$ cat src/rtl/bb_mem_ctrl_pkg.sv
// Shared encodings for bb_mem_ctrl: FSM states, access kinds and core enable codes.
// DATA_WIDTH defaults here when the project-wide `DATA_WIDTH define is absent.
`ifndef DATA_WIDTH
`define DATA_WIDTH 32
`endif

package bb_mem_ctrl_pkg;

   localparam logic [1:0] ST_IDLE = 2'd0;
   localparam logic [1:0] ST_REQ  = 2'd1;
   localparam logic [1:0] ST_DONE = 2'd2;

   typedef enum logic [1:0] {
      KIND_FETCH = 2'd0,
      KIND_LOAD  = 2'd1,
      KIND_STORE = 2'd2
   } access_kind_e;

   localparam logic [1:0] OEN_IDLE  = 2'b00;
   localparam logic [1:0] OEN_FETCH = 2'b01;
   localparam logic [1:0] OEN_LOAD  = 2'b10;
   localparam logic [1:0] OEN_RSVD  = 2'b11;

   // Any write enable wins over a simultaneous read; the reserved read code behaves as a load.
   function automatic access_kind_e decode_kind(input logic [1:0] oen, input logic [1:0] ien);
      access_kind_e k;
      k = KIND_LOAD;
      if (ien != 2'b00) begin
         k = KIND_STORE;
      end else begin
         case (oen)
            OEN_FETCH:          k = KIND_FETCH;
            OEN_LOAD, OEN_RSVD: k = KIND_LOAD;
            default:            k = KIND_LOAD;
         endcase
      end
      return k;
   endfunction

endpackage

$ cat src/rtl/bb_mem_fetch_buf.sv
// One-entry fetch buffer (valid/tag/data) with combinational hit compare.
// Exists only when BB_MEM_FETCH_BUF_EN is defined.
`ifndef DATA_WIDTH
`define DATA_WIDTH 32
`endif

`ifdef BB_MEM_FETCH_BUF_EN
module bb_mem_fetch_buf
   import bb_mem_ctrl_pkg::*;
#(
   parameter int DATA_WIDTH = `DATA_WIDTH
) (
   input  logic                  clk,
   input  logic                  rst,
   input  logic [DATA_WIDTH-1:0] lookup_addr,
   output logic                  hit,
   output logic [DATA_WIDTH-1:0] hit_data,
   input  logic                  fill,
   input  logic [DATA_WIDTH-1:0] fill_tag,
   input  logic [DATA_WIDTH-1:0] fill_data,
   input  logic                  inval,
   input  logic [DATA_WIDTH-1:0] inval_addr
);

   logic                  valid;
   logic [DATA_WIDTH-1:0] tag;
   logic [DATA_WIDTH-1:0] data;

   always_ff @(posedge clk) begin
      if (rst) begin
         valid <= 1'b0;
         tag   <= '0;
         data  <= '0;
      end else if (fill) begin
         valid <= 1'b1;
         tag   <= fill_tag;
         data  <= fill_data;
      end else if (inval && (inval_addr == tag)) begin
         valid <= 1'b0;
      end
   end

   assign hit      = valid && (tag == lookup_addr);
   assign hit_data = data;

endmodule
`endif

$ cat src/rtl/bb_mem_ctrl.sv
// Core-side memory controller: fetch/load/store to a req/ack memory with timeout and sticky error.
// Optional one-entry fetch buffer selected by BB_MEM_FETCH_BUF_EN.
`ifndef DATA_WIDTH
`define DATA_WIDTH 32
`endif

module bb_mem_ctrl
   import bb_mem_ctrl_pkg::*;
#(
   parameter int DATA_WIDTH     = `DATA_WIDTH,
   parameter int TIMEOUT_CYCLES = 64,
   parameter int TO_CNT_W       = 7
) (
   input  logic                  clk,
   input  logic                  rst,
   input  logic [1:0]            i_ins_oen,
   input  logic [1:0]            i_ins_ien,
   input  logic [DATA_WIDTH-1:0] i_ins_addr,
   input  logic [DATA_WIDTH-1:0] i_ins_pc,
   input  logic [DATA_WIDTH-1:0] i_ins_data,
   output logic [DATA_WIDTH-1:0] o_ins_data,
   output logic                  o_ins_ready,
   output logic                  o_err,
   output logic                  o_mem_req,
   output logic                  o_mem_we,
   output logic [DATA_WIDTH-1:0] o_mem_addr,
   output logic [DATA_WIDTH-1:0] o_mem_wdata,
   input  logic                  i_mem_ack,
   input  logic [DATA_WIDTH-1:0] i_mem_rdata
);

   logic [1:0]            state;
   access_kind_e          kind;
   logic [DATA_WIDTH-1:0] addr_q;
   logic [DATA_WIDTH-1:0] wdata_q;
   logic [DATA_WIDTH-1:0] rdata_q;
   logic                  we_q;
   logic                  err_q;
   logic [TO_CNT_W-1:0]   to_cnt;

   access_kind_e          kind_next;
   logic [DATA_WIDTH-1:0] addr_next;
   logic                  req_present;
   logic                  bad_read;
   logic                  in_req;
   logic                  mem_done;
   logic                  timed_out;
   logic                  fetch_hit;
   logic [DATA_WIDTH-1:0] hit_data;

   always_comb begin
      kind_next   = decode_kind(i_ins_oen, i_ins_ien);
      addr_next   = (kind_next == KIND_FETCH) ? i_ins_pc : i_ins_addr;
      req_present = (i_ins_oen != OEN_IDLE) || (i_ins_ien != 2'b00);
      bad_read    = ((i_ins_ien != 2'b00) && (i_ins_oen != OEN_IDLE)) || (i_ins_oen == OEN_RSVD);
      in_req      = (state == ST_REQ);
      mem_done    = in_req && i_mem_ack;
      timed_out   = in_req && !i_mem_ack && (to_cnt == TO_CNT_W'(TIMEOUT_CYCLES - 1));
   end

`ifdef BB_MEM_FETCH_BUF_EN
   logic buf_hit;

   bb_mem_fetch_buf #(
      .DATA_WIDTH(DATA_WIDTH)
   ) u_fetch_buf (
      .clk        (clk),
      .rst        (rst),
      .lookup_addr(i_ins_pc),
      .hit        (buf_hit),
      .hit_data   (hit_data),
      .fill       (mem_done && (kind == KIND_FETCH)),
      .fill_tag   (addr_q),
      .fill_data  (i_mem_rdata),
      .inval      (mem_done && (kind == KIND_STORE)),
      .inval_addr (addr_q)
   );

   assign fetch_hit = (state == ST_IDLE) && (kind_next == KIND_FETCH) && buf_hit;
`else
   assign fetch_hit = 1'b0;
   assign hit_data  = '0;
`endif

   always_ff @(posedge clk) begin
      if (rst) begin
         state   <= ST_IDLE;
         kind    <= KIND_FETCH;
         addr_q  <= '0;
         wdata_q <= '0;
         rdata_q <= '0;
         we_q    <= 1'b0;
         err_q   <= 1'b0;
         to_cnt  <= '0;
      end else begin
         case (state)
            ST_IDLE: begin
               if (req_present) begin
                  kind    <= kind_next;
                  addr_q  <= addr_next;
                  we_q    <= (kind_next == KIND_STORE);
                  wdata_q <= (kind_next == KIND_STORE) ? i_ins_data : '0;
                  to_cnt  <= '0;
                  if (bad_read) begin
                     err_q <= 1'b1;
                  end
                  // A buffered fetch skips the memory and completes one cycle later.
                  if (fetch_hit) begin
                     rdata_q <= hit_data;
                     state   <= ST_DONE;
                  end else begin
                     rdata_q <= '0;
                     state   <= ST_REQ;
                  end
               end
            end
            ST_REQ: begin
               if (mem_done) begin
                  rdata_q <= (kind == KIND_STORE) ? '0 : i_mem_rdata;
                  to_cnt  <= '0;
                  state   <= ST_DONE;
               end else if (timed_out) begin
                  rdata_q <= '0;
                  err_q   <= 1'b1;
                  to_cnt  <= '0;
                  state   <= ST_DONE;
               end else begin
                  to_cnt <= to_cnt + TO_CNT_W'(1);
               end
            end
            ST_DONE: begin
               state <= ST_IDLE;
            end
            default: begin
               state <= ST_IDLE;
            end
         endcase
      end
   end

   always_comb begin
      o_mem_req   = in_req;
      o_mem_we    = in_req && we_q;
      o_mem_addr  = in_req ? addr_q : '0;
      o_mem_wdata = in_req ? wdata_q : '0;
      o_ins_ready = (state == ST_DONE);
      o_ins_data  = ((state == ST_DONE) && (kind != KIND_STORE)) ? rdata_q : '0;
      o_err       = err_q;
   end

endmodule
$ cat config.mk
export PLATFORM = sky130hd
export DESIGN_NAME = bb_mem_ctrl
export DESIGN_NICKNAME = d
export VERILOG_FILES = /design/src/rtl/bb_mem_ctrl_pkg.sv /design/src/rtl/bb_mem_fetch_buf.sv /design/src/rtl/bb_mem_ctrl.sv
export SDC_FILE = /design/constraint.sdc
export NUM_CORES = 1
export LEC_CHECK = 0
export BUFFER_PORTS_ARGS = -buffer_cell sky130_fd_sc_hd__buf_2
export CORE_MARGIN = 10
export CORE_UTILIZATION = 47
export CTS_CLUSTER_DIAMETER = 60
export DETAILED_ROUTE_END_ITERATION = 8
export PLACE_DENSITY = 0.81
export SYNTH_ARGS = -nofsm -noshare
export SYNTH_HDL_FRONTEND = slang
export SYNTH_HIERARCHICAL = 1
export SYNTH_SLANG_ARGS = --single-unit
$ cat constraint.sdc
create_clock -name clk -period 2.15 [get_ports clk]
set_input_delay 0.43 -clock clk [delete_from_list [all_inputs] [get_ports clk]]
set_output_delay 0.43 -clock clk [all_outputs]
set_load 0.05 [all_outputs]
; ---- Yosys cells after proc, flatten, opt, wreduce, memory -nomap -nowiden
; Index checks and enable logic that the tools add are counted.
[classes]
n_addsub = 1
n_eq_ne = 13
mux = 25
reduce_logical = 19
[op_table]
columns = op, count
row1 = 32-bit two-way mux, 9
row2 = 32-bit case mux with 2 select lines, 1
row3 = 7-bit two-way mux, 3
row4 = 7-bit case mux with 2 select lines, 1
row5 = "2-bit equality test, second input constant", 4
row6 = 2-bit two-way mux, 4
row7 = "2-bit != test, second input constant", 4
row8 = "7-bit by 1-bit adder with 7-bit output, second input constant", 1
row9 = "7-bit by 6-bit equality test with 1-bit output, second input constant", 1
row10 = 1-bit logical AND, 6
row11 = 2-bit AND reduction, 3
row12 = 2-bit nonzero test, 3
row13 = 1-bit two-way mux, 5
row14 = 5-bit AND reduction, 1
row15 = "2-bit by 1-bit equality test with 1-bit output, second input constant", 2
row16 = 2-bit zero test, 2
row17 = 2-bit case mux with 2 select lines, 1
row18 = "3-bit by 1-bit != test with 1-bit output, second input constant", 1
row19 = 3-bit AND reduction, 1
row20 = 1-bit logical OR, 2
row21 = "2-bit by 1-bit != test with 1-bit output, second input constant", 1
row22 = 1-bit case mux with 2 select lines, 1
row23 = 1-bit zero test, 1
[word_totals]
ff_bits = 109
input_bits = 135
output_inout_bits = 100
elab_cells = 66

; ---- Depth between registers and ports, before layout
[depth]
word_depth = 6
ltp_mapped = 8

; ---- Worst setup path after synthesis
; No wires, ideal clock.
[synth_timing]
path_type = reg2out
startpoint = reg state[1]
endpoint = out o_mem_wdata[22]
t_arrival_ns = 1.821
setup_slack_ns = -0.101
path_stages_with_launch = 6
n_path_buf = 2
cell_sequence = dfxtp_1 > buf_2 > nand2b_4 > inv_1 > clkbuf_1 > and2_1
[synth_between]
elab_chain_cells = 2
[synth_lines]
columns = item, line
row1 = start: declaration, bb_mem_ctrl.sv:32  ; logic [1:0] state;
row2 = start signal: assignment, bb_mem_ctrl.sv:87  ; state <= ST_IDLE;
row3 = start signal: assignment, bb_mem_ctrl.sv:110  ; state <= ST_DONE;
row4 = start signal: assignment, bb_mem_ctrl.sv:113  ; state <= ST_REQ;
row5 = 2-bit by 1-bit equality test with 1-bit output, bb_mem_ctrl.sv:56  ; in_req = (state == ST_REQ);
row6 = net o_mem_req, bb_mem_ctrl.sv:24  ; output logic o_mem_req,
row7 = 32-bit two-way mux, bb_mem_ctrl.sv:145  ; o_mem_wdata = in_req ? wdata_q : '0;
row8 = end: declaration, bb_mem_ctrl.sv:27  ; output logic [DATA_WIDTH-1:0] o_mem_wdata,
; The timed path passes the listed nets, and every way through them passes these cells.

; ---- Worst setup path after layout
[layout_timing]
startpoint = reg state[0]
endpoint = out o_ins_data[17]
[layout_between]
elab_chain_cells = 3
[layout_lines]
columns = item, line
row1 = 2-bit equality test, bb_mem_ctrl.sv:147  ; o_ins_data = ((state == ST_DONE) && (kind != KIND_STORE)) ? rdata_q : '0;
row2 = 1-bit logical AND, bb_mem_ctrl.sv:147
row3 = 32-bit two-way mux, bb_mem_ctrl.sv:147
row4 = end: declaration, bb_mem_ctrl.sv:21  ; output logic [DATA_WIDTH-1:0] o_ins_data,
; Every way passes these cells.

==> results_dict.tcl <==
set metrics [dict create \
    final_antenna_net_count 0 \
    viasPerCell 5.27 \
    layout.nets 869 \
    fmax_mhz 473 \
    grt_max_degree 67 \
    routed_wl_um 16100 \
    die_h_um 122 \
    whs_path_depth 2 \
    ys_seq_area_share_pct 44.1 \
    ys_seq_elements 108 \
    crit_buf_inv 3 \
    synth.area.top_cells "dfxtp_1 44%, and2_1 13%, a211oi_2 7.6%" \
    drive_gt1_share_pct 45.5 \
    worstMarginPinSlew_ns 0.475 \
    p_sw_share_pct 31.1 \
    synth_top_area_share_pct 44.1 \
    maxCapViolCount 0 \
    setup_viol 0 \
    p_clk_share_pct 27.0 \
    rr_worst_depth 7 \
    cpLargestDelayFamily "buffers and inverters" \
    clk_pin_slew_worst_paths_ns 0.10 \
    rows 37 \
    synth_warnings 6 \
    worstHoldPathType "input pin to flop" \
    critPathLaunchType "flop" \
    post-route-cell-area_mm2 0.00708 \
    port_buffers 234 \
    gpl.final_weighted_congestion 0.926 \
    ios 235 \
    min_period_ns 2.12 \
    postCtsHoldBufs 0 \
    multi_input_area_mm2 0.00256 \
    critPathMaxFanout 8 \
    p_sw_mw 1.45 \
    drc_errors 0 \
    cp-end-kind "output port" \
    critical_path.most_common_cell "buf_6" \
    cts_buffers 9 \
    crit_arrival_ns 1.69 \
    cpPeakStageDelay_ns 0.35 \
    synthArstFlopShare_pct 0 \
    antenna_found_initial 0 \
    drv_slew 0 \
    synth_nets 639 \
    cts.path.max_buffers 2 \
    r2r_start "state[0]$_SDFFE_PP0P_" \
    slew_headroom_pct 68.3 \
    clock_sinks 108 \
    ir_worst_vdd_v 0.000313 \
    place_hpwl_um 10700 \
    synth_edf_count 0 \
    synth_most_common_cell "dfxtp_1" \
    grt-ovfl-total 0 \
    synth.distinct_cells 40 \
    cp.required_ns 1.72 \
    slowest_stage "dfxtp_2" \
    power_density_mw_per_mm2 661 \
    vias 4608 \
    grt_pass1_wl_um 22300 \
    area_growth_pct 44.2 \
    ys.flop_type "dfxtp_1" \
    regArea_mm2 0.00217 \
    start_util_pct 48.0 \
    leakagePower_nw 3.17 \
    synth_cells 503 \
    die_w_um 122 \
    nFillCells 798 \
    worstPathCellList "buf_6, nor3_4, buf_6, and2_1, buf_6" \
    detail_route.first_pass.iterations 5 \
    avgRoutedWirePerCell_um 18.3 \
    core_mm2 0.0102 \
    pwr-share-seq_pct 47.3 \
    synth_area_leader_cell "dfxtp_1" \
    min_to "rdata_q[1]$_SDFFE_PP0P_" \
    worstSetupPathType "flop to output port" \
    grt_pass1_vias 4519 \
    placed_cell_area_mm2 0.00622 \
    avgSynthCellArea_um2 9.76 \
    combPwrFrac_pct 25.7 \
    outcome "completed" \
    finalCritPeriodShare_pct 98.4 \
    rsz0062_at_grt "yes" \
    syn_area_mm2 0.00491 \
    grt.total_usage_pct 18.1 \
    min-delay-start "i_mem_rdata[1]" \
    cts_tree "yes" \
    r2r-end "addr_q[23]$_SDFFE_PP0P_" \
    fin_skew_ns 0.0109 \
    yosys-top-cells-count "108 x dfxtp_1, 101 x and2_1, 73 x nor2_1" \
    die_area_mm2 0.0149 \
    drtIter0Drc 289 \
    clock_latency_ns 0.36 \
    regToRegSetupSlack_ns 0.42 \
    tns_ns 0 \
    finalHoldViolCount 0 \
    clock-root-buffer "clkbuf_8" \
    cts.htree.levels 3 \
    internal-power_mw 3.23 \
]
-- layout make-up --
type                       instances  area share, %
clock buffer                      13           2.25
sequential                       108           30.6
multi-input combinational        347           36.2
tap                              136           2.40
antenna                            1         0.0354
inverter                           5          0.318
clock inverter                     3          0.636
timing repair buffer             262           27.5
-- worst max-delay path by stage --
stage	cells after the start	to	slack (ns)	start
finish	5	o_ins_data[17]	0.03	state[0]$_SDFFE_PP0P_
global route	5	o_ins_data[4]	-0.03	kind[1]$_SDFFE_PP0P_
CTS	5	o_ins_data[26]	0.0001	state[0]$_SDFFE_PP0P_
detailed placement	5	o_ins_data[7]	0.34	state[0]$_SDFFE_PP0P_
global placement	5	o_ins_data[4]	0.39	state[0]$_SDFFE_PP0P_
floorplan	6	o_mem_addr[23]	0.11	state[1]$_SDFFE_PP0P_
-- metrics by stage --
| step | hold WS, ns | cells | utilization (%) | setup WS [ns] | total power, mW |
|---|---|---|---|---|---|
| detailed placement | 0.436 | 841 | 60.8 | 0.341 | 3.31 |
| global route | 0.266 | 874 | 69.1 | -0.0274 | 4.90 |
| finish | 0.275 | 875 | 69.2 | 0.0349 | 4.68 |
| global placement | 0.431 | 841 | 60.8 | 0.387 | 3.27 |
| CTS | 0.259 | 857 | 64.9 | 0.0000980 | 4.60 |
| floorplan | 0.425 | 503 | - | 0.112 | 2.98 |
-- layout by cell type (no fill, tap or decap), drive strengths merged --
cell	count
buf	260
dfxtp	108
and2	101
nor2	73
a211oi	35
a22oi	32
a22o	32
mux2i	32
clkbuf	15
a21oi	6
nand3	5
nor3	5
inv	4
clkinvlp	3
xor2	3
nand2	3
nor4	2
xnor2	2
nand2b	2
nor2b	2
o211ai	2
diode	1
or4	1
nand4	1
o31ai	1
a32oi	1
nor4b	1
a2111oi	1
o21ai	1
o32ai	1
o211a	1
ha	1
bufinv	1
-- power groups by stage --
stage / registers, mW / clock network (mW) / logic, mW
after floorplan: 2.24 / 0 / 0.739
after global placement: 2.25 / 0 / 1.02
after detailed placement: 2.25 / 0 / 1.06
after CTS: 2.21 / 1.30 / 1.09
after global routing: 2.23 / 1.37 / 1.29
final: 2.21 / 1.27 / 1.20
-- flip-flops by register name, summed over array words and instances, names as in the netlist --
signal   count
addr_q      32
kind         2
o_err        1
rdata_q     32
state        2
to_cnt       7
wdata_q     32
-- cell families (layout without fill, tap and decap cells) --
logic type | count (synthesis) | after routing | share of synthesized area [%]
AOI/OAI and AO/OA | 113 | 113 | 21.2
xor gates and xnor gates | 5 | 5 | 0.893
adders and majority gates | 1 | 1 | 0.255
buffers and inverters | 48 | 283 | 4.82
DFF | 108 | 108 | 44.1
muxes | 32 | 32 | 6.53
other | 0 | 1 | 0
and+or+nand+nor | 196 | 196 | 22.2
-- layer usage --
metal / up-vias / GRT usage (%) / share of wire [%] / wire (µm)
met5: - / 0 / 0 / 0
met4: 0 / 7.07 / 1.9 / 308
met3: 26 / 5.92 / 9.0 / 1450
met2: 194 / 30.6 / 49 / 7870
met1: 2168 / 20.7 / 40 / 6420
li1: 2220 / - / - / -
-- timing repair --
action | 4_1_cts | 5_1_grt
pin swaps | 0 | 8
endpoints found under the setup margin | 87 | 97
gates cloned | 0 | 8
resized for setup | 87 | 85
setup buffers | 0 | 9
(Power assumes the default switching activity.)
